`src/rtl/id_ex_stage_pkg.sv`:
```
// Shared widths and operand-source encoding for the ID/EX stage.
package id_ex_stage_pkg;

  localparam int DATA_W = 16;
  localparam int ADDR_W = 3;
  localparam int CTRL_W = 8;

  typedef enum logic [1:0] {
    SRC_RF    = 2'd0,
    SRC_WB    = 2'd1,
    SRC_MEM   = 2'd2,
    SRC_EXBYP = 2'd3
  } src_e;

endpackage

```
`src/rtl/id_ex_stage_fwd_select.sv`:
```
// Per-operand bypass priority selector: EX self-bypass > MEM result > WB data > register file.
module fwd_select
  import id_ex_stage_pkg::*;
#(
  parameter int DW = 16,
  parameter int AW = 3
) (
  input  logic          uses,
  input  logic [AW-1:0] rs,
  input  logic [DW-1:0] rf_rdata,
  input  logic          ex_valid,
  input  logic          ex_we,
  input  logic          ex_is_load,
  input  logic [AW-1:0] ex_rd,
  input  logic          exm_valid,
  input  logic          exm_we,
  input  logic          exm_is_load,
  input  logic [AW-1:0] exm_rd,
  input  logic [DW-1:0] exm_result,
  input  logic          wb_we,
  input  logic [AW-1:0] wb_rd,
  input  logic [DW-1:0] wb_data,
  output logic [DW-1:0] op,
  output logic          byp,
  output logic          load_haz
);

  logic match_x;
  logic match_m;
  logic match_w;
  src_e src;

  always_comb begin
    match_x  = uses & ex_valid & ex_we & (ex_rd == rs);
    match_m  = uses & exm_valid & exm_we & (exm_rd == rs);
    match_w  = uses & wb_we & (wb_rd == rs);
    load_haz = (match_x & ex_is_load) | (match_m & exm_is_load);

    src = SRC_RF;
    if (match_x)      src = SRC_EXBYP;
    else if (match_m) src = SRC_MEM;
    else if (match_w) src = SRC_WB;

    byp = 1'b0;
    op  = rf_rdata;
    case (src)
      // EX supplies the value itself next cycle, so the captured operand is unused.
      SRC_EXBYP: begin
        byp = 1'b1;
        op  = '0;
      end
      SRC_MEM: op = exm_result;
      SRC_WB:  op = wb_data;
      default: op = rf_rdata;
    endcase
  end

endmodule

```
`src/rtl/id_ex_stage.sv`:
```
// ID/EX pipeline register with operand bypassing, load-use hazard detection and bubble insertion.
module id_ex_stage #(
  parameter int DATA_W = id_ex_stage_pkg::DATA_W,
  parameter int ADDR_W = id_ex_stage_pkg::ADDR_W,
  parameter int CTRL_W = id_ex_stage_pkg::CTRL_W
) (
  input  logic              clk,
  input  logic              rst,
  input  logic              id_valid,
  input  logic [ADDR_W-1:0] id_rs1,
  input  logic [ADDR_W-1:0] id_rs2,
  input  logic              id_uses_rs1,
  input  logic              id_uses_rs2,
  input  logic [ADDR_W-1:0] id_rd,
  input  logic              id_we,
  input  logic              id_is_load,
  input  logic [CTRL_W-1:0] id_ctrl,
  input  logic [DATA_W-1:0] rf_rdata1,
  input  logic [DATA_W-1:0] rf_rdata2,
  input  logic              flush,
  input  logic              exm_valid,
  input  logic              exm_we,
  input  logic              exm_is_load,
  input  logic [ADDR_W-1:0] exm_rd,
  input  logic [DATA_W-1:0] exm_result,
  input  logic              wb_we,
  input  logic [ADDR_W-1:0] wb_rd,
  input  logic [DATA_W-1:0] wb_data,
  output logic              stall,
  output logic              ex_valid,
  output logic              ex_we,
  output logic              ex_is_load,
  output logic [ADDR_W-1:0] ex_rd,
  output logic [CTRL_W-1:0] ex_ctrl,
  output logic [DATA_W-1:0] ex_op1,
  output logic [DATA_W-1:0] ex_op2,
  output logic              ex_byp1,
  output logic              ex_byp2
);

  logic              ex_valid_q, ex_valid_d;
  logic              ex_we_q, ex_we_d;
  logic              ex_is_load_q, ex_is_load_d;
  logic [ADDR_W-1:0] ex_rd_q, ex_rd_d;
  logic [CTRL_W-1:0] ex_ctrl_q, ex_ctrl_d;
  logic [DATA_W-1:0] ex_op1_q, ex_op1_d;
  logic [DATA_W-1:0] ex_op2_q, ex_op2_d;
  logic              ex_byp1_q, ex_byp1_d;
  logic              ex_byp2_q, ex_byp2_d;

  logic [DATA_W-1:0] sel_op1, sel_op2;
  logic              sel_byp1, sel_byp2;
  logic              haz1, haz2;
  logic              haz, bubble;

  fwd_select #(.DW(DATA_W), .AW(ADDR_W)) u_fwd1 (
    .uses        (id_uses_rs1),
    .rs          (id_rs1),
    .rf_rdata    (rf_rdata1),
    .ex_valid    (ex_valid_q),
    .ex_we       (ex_we_q),
    .ex_is_load  (ex_is_load_q),
    .ex_rd       (ex_rd_q),
    .exm_valid   (exm_valid),
    .exm_we      (exm_we),
    .exm_is_load (exm_is_load),
    .exm_rd      (exm_rd),
    .exm_result  (exm_result),
    .wb_we       (wb_we),
    .wb_rd       (wb_rd),
    .wb_data     (wb_data),
    .op          (sel_op1),
    .byp         (sel_byp1),
    .load_haz    (haz1)
  );

  fwd_select #(.DW(DATA_W), .AW(ADDR_W)) u_fwd2 (
    .uses        (id_uses_rs2),
    .rs          (id_rs2),
    .rf_rdata    (rf_rdata2),
    .ex_valid    (ex_valid_q),
    .ex_we       (ex_we_q),
    .ex_is_load  (ex_is_load_q),
    .ex_rd       (ex_rd_q),
    .exm_valid   (exm_valid),
    .exm_we      (exm_we),
    .exm_is_load (exm_is_load),
    .exm_rd      (exm_rd),
    .exm_result  (exm_result),
    .wb_we       (wb_we),
    .wb_rd       (wb_rd),
    .wb_data     (wb_data),
    .op          (sel_op2),
    .byp         (sel_byp2),
    .load_haz    (haz2)
  );

  always_comb begin
    haz    = id_valid & (haz1 | haz2);
    // A flushed instruction is dead, so it must never hold the front end.
    stall  = haz & ~flush;
    bubble = ~id_valid | flush | haz;

    ex_valid_d   = 1'b0;
    ex_we_d      = 1'b0;
    ex_is_load_d = 1'b0;
    ex_rd_d      = '0;
    ex_ctrl_d    = '0;
    ex_op1_d     = '0;
    ex_op2_d     = '0;
    ex_byp1_d    = 1'b0;
    ex_byp2_d    = 1'b0;

    if (!bubble) begin
      ex_valid_d   = 1'b1;
      ex_we_d      = id_we;
      ex_is_load_d = id_is_load;
      ex_rd_d      = id_rd;
      ex_ctrl_d    = id_ctrl;
      ex_op1_d     = sel_op1;
      ex_op2_d     = sel_op2;
      ex_byp1_d    = sel_byp1;
      ex_byp2_d    = sel_byp2;
    end
  end

  always_ff @(posedge clk) begin
    if (rst) begin
      ex_valid_q   <= 1'b0;
      ex_we_q      <= 1'b0;
      ex_is_load_q <= 1'b0;
      ex_rd_q      <= '0;
      ex_ctrl_q    <= '0;
      ex_op1_q     <= '0;
      ex_op2_q     <= '0;
      ex_byp1_q    <= 1'b0;
      ex_byp2_q    <= 1'b0;
    end else begin
      ex_valid_q   <= ex_valid_d;
      ex_we_q      <= ex_we_d;
      ex_is_load_q <= ex_is_load_d;
      ex_rd_q      <= ex_rd_d;
      ex_ctrl_q    <= ex_ctrl_d;
      ex_op1_q     <= ex_op1_d;
      ex_op2_q     <= ex_op2_d;
      ex_byp1_q    <= ex_byp1_d;
      ex_byp2_q    <= ex_byp2_d;
    end
  end

  assign ex_valid   = ex_valid_q;
  assign ex_we      = ex_we_q;
  assign ex_is_load = ex_is_load_q;
  assign ex_rd      = ex_rd_q;
  assign ex_ctrl    = ex_ctrl_q;
  assign ex_op1     = ex_op1_q;
  assign ex_op2     = ex_op2_q;
  assign ex_byp1    = ex_byp1_q;
  assign ex_byp2    = ex_byp2_q;

endmodule

```
`config.mk`:
```
export PLATFORM = sky130hd
export DESIGN_NAME = id_ex_stage
export DESIGN_NICKNAME = d
export VERILOG_FILES = /design/src/rtl/id_ex_stage_pkg.sv /design/src/rtl/id_ex_stage_fwd_select.sv /design/src/rtl/id_ex_stage.sv
export SDC_FILE = /design/constraint.sdc
export NUM_CORES = 1
export LEC_CHECK = 0
export CORE_ASPECT_RATIO = 0.7
export CORE_UTILIZATION = 39
export DETAILED_ROUTE_END_ITERATION = 8
export MAX_ROUTING_LAYER = met4
export PLACE_DENSITY = 0.82
export SYNTH_ARGS = -nofsm -noshare
export SYNTH_HDL_FRONTEND = slang
export SYNTH_HIERARCHICAL = 1
export SYNTH_SLANG_ARGS = --single-unit
```
`constraint.sdc`:
```
create_clock -name clk -period 2.7 [get_ports clk]
set_clock_uncertainty 0.15 [all_clocks]
set_input_delay 0.54 -clock clk [delete_from_list [all_inputs] [get_ports clk]]
set_output_delay 0.54 -clock clk [all_outputs]
set_load 0.02 [all_outputs]
```
==> impl_metrics.json <==
{
  "outcome": "complete, no violations",
  "areaGrowthSynthToFinish_pct": 66.81,
  "post-synth-top-area-cell": "sky130_fd_sc_hd__dfxtp_1",
  "dieArea_um2": 7124,
  "vias": 2482,
  "critical_path.max_stage_delay_ns": 0.54,
  "finalCritPeriodShare_pct": 97.80,
  "rows": 24,
  "req_time_crit_path_ns": 2.01,
  "port_buffers": 147,
  "ys.warnings.count": 6,
  "synth_largest_type_area_fraction_pct": 36.31,
  "layout_cells_sized_above_1_pct": 20.69,
  "hold_path.class": "in2reg",
  "rr_endpoint": "ex_op2[9]",
  "setup-tns-final_ns": 0,
  "die_h_um": 70.92,
  "clockBufferDepth": 2,
  "place.gp.congestion": 0.7906,
  "place.detailed.hpwl_mm": 5.960,
  "hold-path-cell-count": 2,
  "final-hold-violation-count": 0,
  "max_freq_ghz": 0.3787,
  "route.detailed.vias_per_inst": 4.994,
  "grt_antenna_before_repair": 0,
  "route.antenna.remaining_nets": 0,
  "clock_tree_from_tritoncts": "yes",
  "finalWirelength_mm": 8.107,
  "netlist_instances": 253,
  "maxSlewHeadroom_pct": 58.26,
  "crit-reg2reg-launch": "ex_rd[0]",
  "power.static_leakage_uw": 0.001552,
  "max-vdd-ir-drop_mv": 0.2021,
  "syn_area_per_cell_um2": 10.46,
  "numClockSinks": 48,
  "grt.overflow.total": 0,
  "report.final.setup_viol": 0,
  "cp_max_fo": 2,
  "max_cap_violations": 0,
  "timing.setup.critical_path_class": "in2out",
  "fin_nets": 504,
  "cpMaxStageDelayCell": "sky130_fd_sc_hd__or4_4",
  "route.detailed.drc": 0,
  "worst_setup_path_start_kind": "input port",
  "fill_cells": 498,
  "grt.total_usage_pct": 24.01,
  "post_synth_instance_area_um2": 2646,
  "r2r.worst_path.cells": 8,
  "hold_path.startpoint": "id_is_load",
  "grt_pass1_vias": 2577,
  "synth_nets": 352,
  "antennaDiodeCount": 0,
  "worstMarginPinSlew_ns": 0.6261,
  "fin_util_pct": 69.01,
  "grt_first_pass_wirelength_mm": 12.91,
  "max_slew_vio_count": 0,
  "worst_setup_path_end_kind": "primary output",
  "core-area_um2": 6396,
  "yosysUniqueCellTypes": 21,
  "postSynthRegisterBits": 48,
  "timing.critical_path.buf_inv": 2,
  "timing.critical_path.arrival_ns": 1.95,
  "pin_count_of_the_biggest_net_entering_global_routing": 49,
  "fp.dieW_um": 100.5,
  "period_minus_slack_ns": 2.641,
  "pwr_density_cell_nw_per_um2": 358.3,
  "worstHoldEndpoint": "ex_is_load",
  "ys_top_cells_by_area": "sky130_fd_sc_hd__dfxtp_1 (36%), sky130_fd_sc_hd__mux2i_1 (12%), sky130_fd_sc_hd__a211oi_2 (9.5%)",
  "register_to_register_setup_slack_ns": 0.46,
  "cts-buffers-inserted": 5,
  "drt_iter0_drc": 66,
  "yosysSeqAreaShare_pct": 36.31,
  "route.detailed.wl_per_inst_um": 16.31,
  "cts_htree_levels": 2,
  "cts_hold_repair.buffers": 0,
  "io-pin-count": 148,
  "initial_core_util_pct": 41.37,
  "skew_pair_late_insertion_delay_ns": 0.29,
  "clk_transition_reported_paths_ns": 0.08,
  "cell_chosen_for_the_clock_root": "sky130_fd_sc_hd__clkbuf_8",
  "cp_top_family": "simple AND/OR/NAND/NOR gates",
  "path_cells": "clkdlybuf4s15_1, xor2_1, or4_4, o21ai_4, nor2_2, nor3b_2, buf_4",
  "first_drt_pass_iteration_count": 4
}
how the worst max path moves through the flow:
stage / startpoint / to / slack [ns] / cells past startpoint
4_1_cts: exm_rd[2] / stall / 0.0005 / 7
5_1_grt: id_rs1[0] / stall / -0.0008 / 7
6_report: id_rs1[0] / stall / 0.06 / 7
3_5_place_dp: exm_rd[0] / stall / -0.77 / 7
3_3_place_gp: exm_rd[0] / stall / -0.74 / 7
2_1_floorplan: id_rs2[0] / stall / 0.005 / 7
cells in the final DEF (no fill, tap or decap), types with 6 or more instances in the layout:
master / instances
sky130_fd_sc_hd__clkdlybuf4s50_1: 132
sky130_fd_sc_hd__dfxtp_1: 48
sky130_fd_sc_hd__nor2_1: 33
sky130_fd_sc_hd__mux2i_1: 32
sky130_fd_sc_hd__nor3b_1: 28
sky130_fd_sc_hd__nor3b_2: 20
sky130_fd_sc_hd__a211oi_2: 20
sky130_fd_sc_hd__xor2_1: 18
sky130_fd_sc_hd__buf_4: 17
sky130_fd_sc_hd__a211oi_1: 12
sky130_fd_sc_hd__clkbuf_8: 6
cells by family after synthesis:
family	after synthesis	synth area share, %
multiplexers	32	12.10
buffers and inverters	24	5.390
XOR/XNOR	18	5.957
AND/OR/NAND/NOR	97	27.00
flip-flops	48	36.31
AO/OA/AOI/OAI	34	13.24
report_power, final:
group	switching (uW)	internal, uW	total, uW
Clock	225	209	435
Sequential	7.20	728	735
Combinational	163	249	412
Total	396	1190	1580
final cells by class:
cell class                 instances  area, um^2  share of cell area, %
inverter                           2       7.507                 0.1701
timing repair buffer             167        1639                  37.13
tap                               91       113.9                  2.579
sequential                        48       960.9                  21.77
multi-input combinational        181        1603                  36.31
clock buffer                       8       90.09                  2.041
timing repair:
| action | in CTS | in global routing |
|---|---|---|
| gates resized for setup | 30 | 7 |
| pin swaps | 7 | 6 |
| buffers inserted | 1 | 0 |
| setup endpoints to repair | 1 | 1 |
sequential cells by signal (all words and copies together), names as in the netlist:
signal / count
ex_op1: 16
ex_op2: 16
ex_ctrl: 8
ex_rd: 3
ex_byp1: 1
ex_byp2: 1
ex_is_load: 1
ex_valid: 1
ex_we: 1
synthesized netlist by cell type:
| library cell | instances |
|---|---|
| sky130_fd_sc_hd__dfxtp_1 | 48 |
| sky130_fd_sc_hd__nor2_1 | 34 |
| sky130_fd_sc_hd__mux2i_1 | 32 |
| sky130_fd_sc_hd__nor3b_1 | 29 |
| sky130_fd_sc_hd__a211oi_2 | 20 |
| sky130_fd_sc_hd__nor3b_2 | 19 |
| sky130_fd_sc_hd__xor2_1 | 18 |
| sky130_fd_sc_hd__a211oi_1 | 12 |
| sky130_fd_sc_hd__clkbuf_1 | 9 |
| sky130_fd_sc_hd__buf_2 | 6 |
| sky130_fd_sc_hd__nand2_1 | 4 |
| sky130_fd_sc_hd__nand3_1 | 4 |
| sky130_fd_sc_hd__buf_6 | 3 |
| sky130_fd_sc_hd__buf_1 | 2 |
| sky130_fd_sc_hd__buf_8 | 2 |
| sky130_fd_sc_hd__inv_1 | 2 |
| sky130_fd_sc_hd__nor4_2 | 2 |
| sky130_fd_sc_hd__nor4_4 | 2 |
| sky130_fd_sc_hd__o21ai_0 | 2 |
| sky130_fd_sc_hd__or4_1 | 2 |
| sky130_fd_sc_hd__or4b_4 | 1 |
routing by layer:
| metal | routed length [um] | vias to the layer above | global-route usage [%] |
|---|---|---|---|
| li1 | - | 1207 | - |
| met1 | 3773 | 1175 | 30.29 |
| met2 | 3769 | 96 | 39.35 |
| met3 | 527 | 4 | 6.324 |
| met4 | 37 | 0 | 3.865 |
| met5 | 0 | - | - |
per-stage QoR:
step	cells	cell area, um^2	worst slack, ns	power, uW	hold WS (ns)
after floorplan	253	2674	0.004818	928.6	0.5560
after global placement	488	4314	-0.7404	1160	0.7357
after detailed placement	488	4314	-0.7671	1166	0.7597
after CTS	497	4420	0.0005167	1602	0.6478
after global routing	497	4414	-0.0007838	1668	0.6419
final	497	4414	0.05945	1581	0.6618
worst register-to-register path: stages (launching register included):
cell                      delay, ns
sky130_fd_sc_hd__dfxtp_1       0.39
sky130_fd_sc_hd__xor2_1        0.25
sky130_fd_sc_hd__nor4_4        0.08
sky130_fd_sc_hd__nand2_1       0.11
sky130_fd_sc_hd__o21ai_4       0.07
sky130_fd_sc_hd__buf_4         0.13
sky130_fd_sc_hd__or4b_4        0.56
sky130_fd_sc_hd__buf_12        0.19
sky130_fd_sc_hd__nor3b_1       0.22
Note: power is estimated with default switching activity, not from simulation.
